File: config.mk
export PLATFORM = sky130hd
export DESIGN_NAME = mux_scan_serializer
export DESIGN_NICKNAME = d
export VERILOG_FILES = /design/src/rtl/mux_scan_serializer.sv
export SDC_FILE = /design/constraint.sdc
export NUM_CORES = 1
export LEC_CHECK = 0
export BUFFER_PORTS_ARGS = -buffer_cell sky130_fd_sc_hd__buf_2
export CAP_MARGIN = 20
export CORE_MARGIN = 2
export CORE_UTILIZATION = 49
export DETAILED_ROUTE_END_ITERATION = 8
export GPL_ROUTABILITY_DRIVEN = 0
export PLACE_DENSITY = 0.82
export SKIP_CTS_REPAIR_TIMING = 1
export SLEW_MARGIN = 20
export SYNTH_ARGS = -nofsm -noshare
export SYNTH_HDL_FRONTEND = slang
export SYNTH_SLANG_ARGS = --single-unit
File: constraint.sdc
create_clock -name i_clk -period 2.47 [get_ports i_clk]
set_input_delay 0.3705 -clock i_clk [delete_from_list [all_inputs] [get_ports i_clk]]
set_output_delay 0.3705 -clock i_clk [all_outputs]
set_load 0.05 [all_outputs]
File: src/rtl/mux_scan_serializer.sv
// mux_scan_serializer
//   Drives an external WIDTH-to-1 MUX as a parallel-to-serial converter.
//   A word is captured on i_load_data. The block then drives it onto
//   o_mux_in and steps o_sel through every index. The MUX output i_mux_f
//   comes back and is presented as a valid/ready serial stream with a
//   last-beat flag.
// Ports
//   i_clk, i_rst               clock, synchronous active-high reset
//   i_load_valid/i_load_data   word offer; o_load_ready = accept this cycle
//   o_mux_in, o_sel            MUX data and select drive
//   i_mux_f                    MUX output (combinational from o_mux_in/o_sel)
//   o_ser_valid/i_ser_ready    serial handshake; o_ser_bit = i_mux_f
//   o_ser_last                 final beat of the current word
//   o_busy                     word in flight
//   o_done                     one-cycle pulse after the last beat is accepted
module mux_scan_serializer #(
  parameter int WIDTH     = 16,
  parameter int SEL_W     = 4,
  parameter bit MSB_FIRST = 1'b0
) (
  input  logic             i_clk,
  input  logic             i_rst,
  input  logic             i_load_valid,
  input  logic [WIDTH-1:0] i_load_data,
  output logic             o_load_ready,
  output logic [WIDTH-1:0] o_mux_in,
  output logic [SEL_W-1:0] o_sel,
  input  logic             i_mux_f,
  output logic             o_ser_valid,
  input  logic             i_ser_ready,
  output logic             o_ser_bit,
  output logic             o_ser_last,
  output logic             o_busy,
  output logic             o_done
);

  localparam logic [SEL_W-1:0] SEL_START = MSB_FIRST ? SEL_W'(WIDTH-1) : '0;
  localparam logic [SEL_W-1:0] SEL_END   = MSB_FIRST ? '0 : SEL_W'(WIDTH-1);

  typedef enum logic {IDLE = 1'b0, SHIFT = 1'b1} state_t;

  state_t           r_state;
  logic [WIDTH-1:0] r_mux_in;
  logic [SEL_W-1:0] r_sel;
  logic             r_done;

  logic w_shift;
  logic w_last;
  logic w_beat_acc;
  logic w_last_acc;
  logic w_load_acc;

  assign w_shift    = (r_state == SHIFT);
  assign w_last     = w_shift && (r_sel == SEL_END);
  assign w_beat_acc = w_shift && i_ser_ready;
  assign w_last_acc = w_beat_acc && w_last;
  // The last accepted beat frees the capture register in the same cycle.
  // A new word can therefore follow with no idle bubble.
  assign w_load_acc = i_load_valid && o_load_ready;

  assign o_load_ready = !w_shift || w_last_acc;
  assign o_mux_in     = r_mux_in;
  assign o_sel        = r_sel;
  assign o_ser_valid  = w_shift;
  assign o_ser_bit    = i_mux_f;
  assign o_ser_last   = w_last;
  assign o_busy       = w_shift;
  assign o_done       = r_done;

  always_ff @(posedge i_clk) begin
    if (i_rst) begin
      r_state  <= IDLE;
      r_mux_in <= '0;
      r_sel    <= SEL_START;
      r_done   <= 1'b0;
    end else begin
      r_done <= 1'b0;
      case (r_state)
        IDLE: begin
          if (w_load_acc) begin
            r_mux_in <= i_load_data;
            r_sel    <= SEL_START;
            r_state  <= SHIFT;
          end
        end
        SHIFT: begin
          if (w_last_acc) begin
            r_done <= 1'b1;
            if (w_load_acc) begin
              r_mux_in <= i_load_data;
              r_sel    <= SEL_START;
            end else begin
              r_state <= IDLE;
            end
          end else if (w_beat_acc) begin
            // The end index is never passed, so there is no wrap within a word.
            r_sel <= MSB_FIRST ? r_sel - SEL_W'(1) : r_sel + SEL_W'(1);
          end
        end
        default: r_state <= IDLE;
      endcase
    end
  end

endmodule

[Word-level counts from Yosys, hierarchy flattened]
Cells that the tools add are included.
Storage, ports and cells
  register bits: 22
  logic and storage cells: 27
Cells by class
  reduce and logical (&&, ||, !) cells: 7
  add/sub/neg operators: 1
  bitwise logic cells: 1
  multiplexer cells: 11
  eq/ne operators: 3
Operators by type and width (count)
  $mux W16: 2
  $pmux W16 S2: 1
  $mux W4: 3
  $pmux W4 S2: 1
  $add A4 B1 Y4 const B: 1
  $eq A4 B4 Y1 const B: 1
  $logic_and A1 B1 Y1: 4
  $mux W1: 3
  $ne A3 B1 Y1 const B: 1
  $ne A2 B1 Y1 const B: 1
  $pmux W1 S2: 1
  $reduce_or A2 Y1: 1
  $logic_not A1 Y1: 1
  $logic_or A1 B1 Y1: 1
  $not A1 Y1: 1

[Depth between registers and ports, before layout]
  word-level depth: 8
  mapped depth: 5

[Worst setup path before layout]
No wires, ideal clock.
  kind: reg2out
  start point: reg r_sel[0], in the netlist o_sel[0]
  end point: out o_load_ready
  arrival: 1610 ps
  cell stages (with the launch flop): 4
  path slack: 489 ps
  data required time: 2099 ps
  path through: dfxtp_1 ha_1 nand4_4 nand2_1
Between the ends
  cells in the longest elaborated chain, start to end: 4
RTL lines
  from (decl): RTL line 44  | logic [SEL_W-1:0] r_sel;
  from (signal assigned): RTL line 97  | r_sel <= MSB_FIRST ? r_sel - SEL_W'(1) : r_sel + SEL_W'(1);
  $eq A4 B4 Y1: RTL line 54  | assign w_last = w_shift && (r_sel == SEL_END);
  $logic_and A1 B1 Y1: RTL line 54
  $logic_and A1 B1 Y1: RTL line 56  | assign w_last_acc = w_beat_acc && w_last;
  $logic_or A1 B1 Y1: RTL line 61  | assign o_load_ready = !w_shift || w_last_acc;
  to (decl): RTL line 25  | output logic o_load_ready,
No other way between the ends.

[Worst setup path after layout]
Same ends and word-level chain as after synthesis.

==> flow_metrics.tcl <==
set metrics [dict create \
    clock-sinks 22 \
    critPathArrivalTime_ps 1640 \
    ys.flop_type "dfxtp_1" \
    met3_length_um 157 \
    hold_violations 0 \
    grt_pass1_wl_mm 3.44 \
    ir_worst_vdd_uv 435 \
    cts_max_level 1 \
    syn_area_um2 1070 \
    power_frac_clock 0.330 \
    antenna_cells 0 \
    min-delay-path-class "input port to flop" \
    synth_top_family_by_area "simple AND/OR/NAND/NOR gates" \
    synth_xor_area_frac 0 \
    cts_tree "built" \
    ys_ff_latch 22 \
    netlist.area_leader.share 0.412 \
    antenna_found_initial 0 \
    layoutNonFillerInstCount 172 \
    powerDensity_nw_per_um2 640 \
    drt_iter0_drc 7 \
    wl_met1_um 886 \
    synth-edff-count 0 \
    setup_viol 0 \
    synth_compound_area_frac 0.0890 \
    root_buffer "clkbuf_4" \
    clockBufferDepth 2 \
    dieWidth_um 50.7 \
    synthToLayoutAreaGrowth_pct 22.8 \
    end_kind "primary output" \
    status "complete, no violations" \
    clkSlewWorstSetupHoldPaths_ps 130 \
    rsz0062_at_grt "false" \
    finalInstanceArea_um2 1310 \
    worst_pin_slew_ps 679 \
    placed_cells 168 \
    reg2regPathDepth 4 \
    yosysTopAreaCell "dfxtp_1" \
    synth-simple-area-share 0.262 \
    switching_share 0.292 \
    place_ws_ps 596 \
    multi_input_area_um2 558 \
    firstDrtPassIters 4 \
    grt_overflow_total 0 \
    syn_avg_cell_area_um2 10.1 \
    cap_violations 0 \
    port-buffer-count 44 \
    die_height_um 50.7 \
    setup_tns_ps 0 \
    finalPower_mw 0.840 \
    core_um2 2000 \
    yosysSeqAreaShare 0.412 \
    slew_viol_final 0 \
    grt_pass1_vias 813 \
    combinationalPowerShare 0.207 \
    cp_data_required_time_ps 2100 \
    grt_use_total 0.172 \
    ios 47 \
    synth_warnings 0 \
    synthTopCellsByArea "dfxtp_1, nand2b_1, mux2i_1" \
    seqCellArea_um2 440 \
    setup_ws_ps 463 \
    ys_top_cells_by_count "nand2b_1, dfxtp_1, mux2i_1" \
    worstSetupPathType "flop to primary output" \
    seqPwrFrac 0.463 \
    synth_fa_ha_area_frac 0.0117 \
    cts_buffers 3 \
    fin_crit_sh 0.813 \
    min_path_cells 3 \
    dp_hpwl_mm 1.50 \
    syn_nets 128 \
    wl_met2_um 965 \
    power_leakage_nw 0.627 \
    p_sw_mw 0.246 \
    grt_max_degree 39 \
    top_layer_used "met4" \
    wl_mm 2.04 \
    antenna_left 0 \
    num_rows 16 \
    crit_fanout 6 \
    yosysMostFrequentCell "nand2b_1" \
    internal_power_mw 0.594 \
    routed-via-count 870 \
    clk_latency_ps 310 \
    place_area_um2 1260 \
    synthMuxAreaShare 0.159 \
    min_period_ps 2010 \
    fillers 168 \
    max_slew_margin 0.546 \
    num-nets-final 168 \
    ys_types 24 \
    vias_per_cell 5.06 \
    drive_gt1_frac 0.345 \
    fp.dieArea_um2 2570 \
    fin_skew_ps 4.24 \
    fmax_ghz 0.498 \
    drc 0 \
    wl_per_cell_um 11.9 \
    async_reset_ff_frac 0 \
    synthCells 106 \
    startpoint_type "flop" \
    initial_core_util 0.534 \
]
==> flip-flops by register name, summed over array words and instances, names as in the netlist <==
name and count:
o_mux_in 16, o_sel 4, o_busy 1, o_done 1
==> layout by cell type (no fill, tap or decap) <==
cell type / count
a2111oi_0: 1
a211oi_1: 2
a21boi_0: 1
a21oi_1: 2
a21oi_4: 1
a31oi_1: 4
and2_1: 1
and3_1: 2
and3b_1: 2
buf_2: 44
bufinv_16: 1
clkbuf_4: 3
dfxtp_1: 22
ha_1: 1
inv_1: 2
mux2i_1: 17
nand2_1: 2
nand2b_1: 32
nand3_1: 1
nand4_4: 1
nor4bb_1: 1
o211ai_1: 1
o21ai_0: 1
==> logic make-up after synthesis <==
kind of cell | count (synthesis)
AOI/OAI and AO/OA | 13
adders and majority gates | 1
buffers and inverters | 11
DFF | 22
muxes | 17
and+or+nand+nor | 42
==> power by group through the flow <==
| stage | Combinational, mW | Sequential, mW | Clock, mW |
|---|---|---|---|
| floorplan | 0.0782 | 0.461 | 0 |
| global placement | 0.172 | 0.396 | 0 |
| detailed placement | 0.176 | 0.397 | 0 |
| CTS | 0.176 | 0.389 | 0.285 |
| global route | 0.186 | 0.392 | 0.295 |
| finish | 0.174 | 0.389 | 0.277 |
==> worst paths after layout <==
kind,from,to,slack (ps)
max,o_sel[0],o_load_ready,460
min,i_load_data[15],o_mux_in[15],300
max reg2reg,o_sel[0],o_mux_in[1],610
min reg2reg,o_mux_in[15],o_mux_in[15],480
==> per-layer routing <==
layer / vias to the layer above / global-route usage
met5: - / 0
li1: 439 / -
met2: 35 / 0.287
met4: 0 / 0.0450
met1: 392 / 0.212
met3: 4 / 0.0565
==> worst max-delay path, cell delays in order, from the launching register on <==
cell	delay [ps]
dfxtp_1	430
ha_1	320
nand4_4	170
nand2_1	120
buf_2	270
==> area by class of cell <==
cell class                 count  area share
tap                           27      0.0257
sequential                    22       0.336
clock inverter                 1      0.0229
clock buffer                   3      0.0172
timing repair buffer          44       0.168
inverter                       2     0.00572
multi-input combinational     73       0.425
==> per-stage QoR <==
step                hold slack (ps)   util
floorplan                       526      -
global placement                457  0.629
detailed placement              461  0.629
CTS                             291  0.656
global route                    301  0.656
finish                          302  0.656
Note: power is estimated with default switching activity, not from simulation.
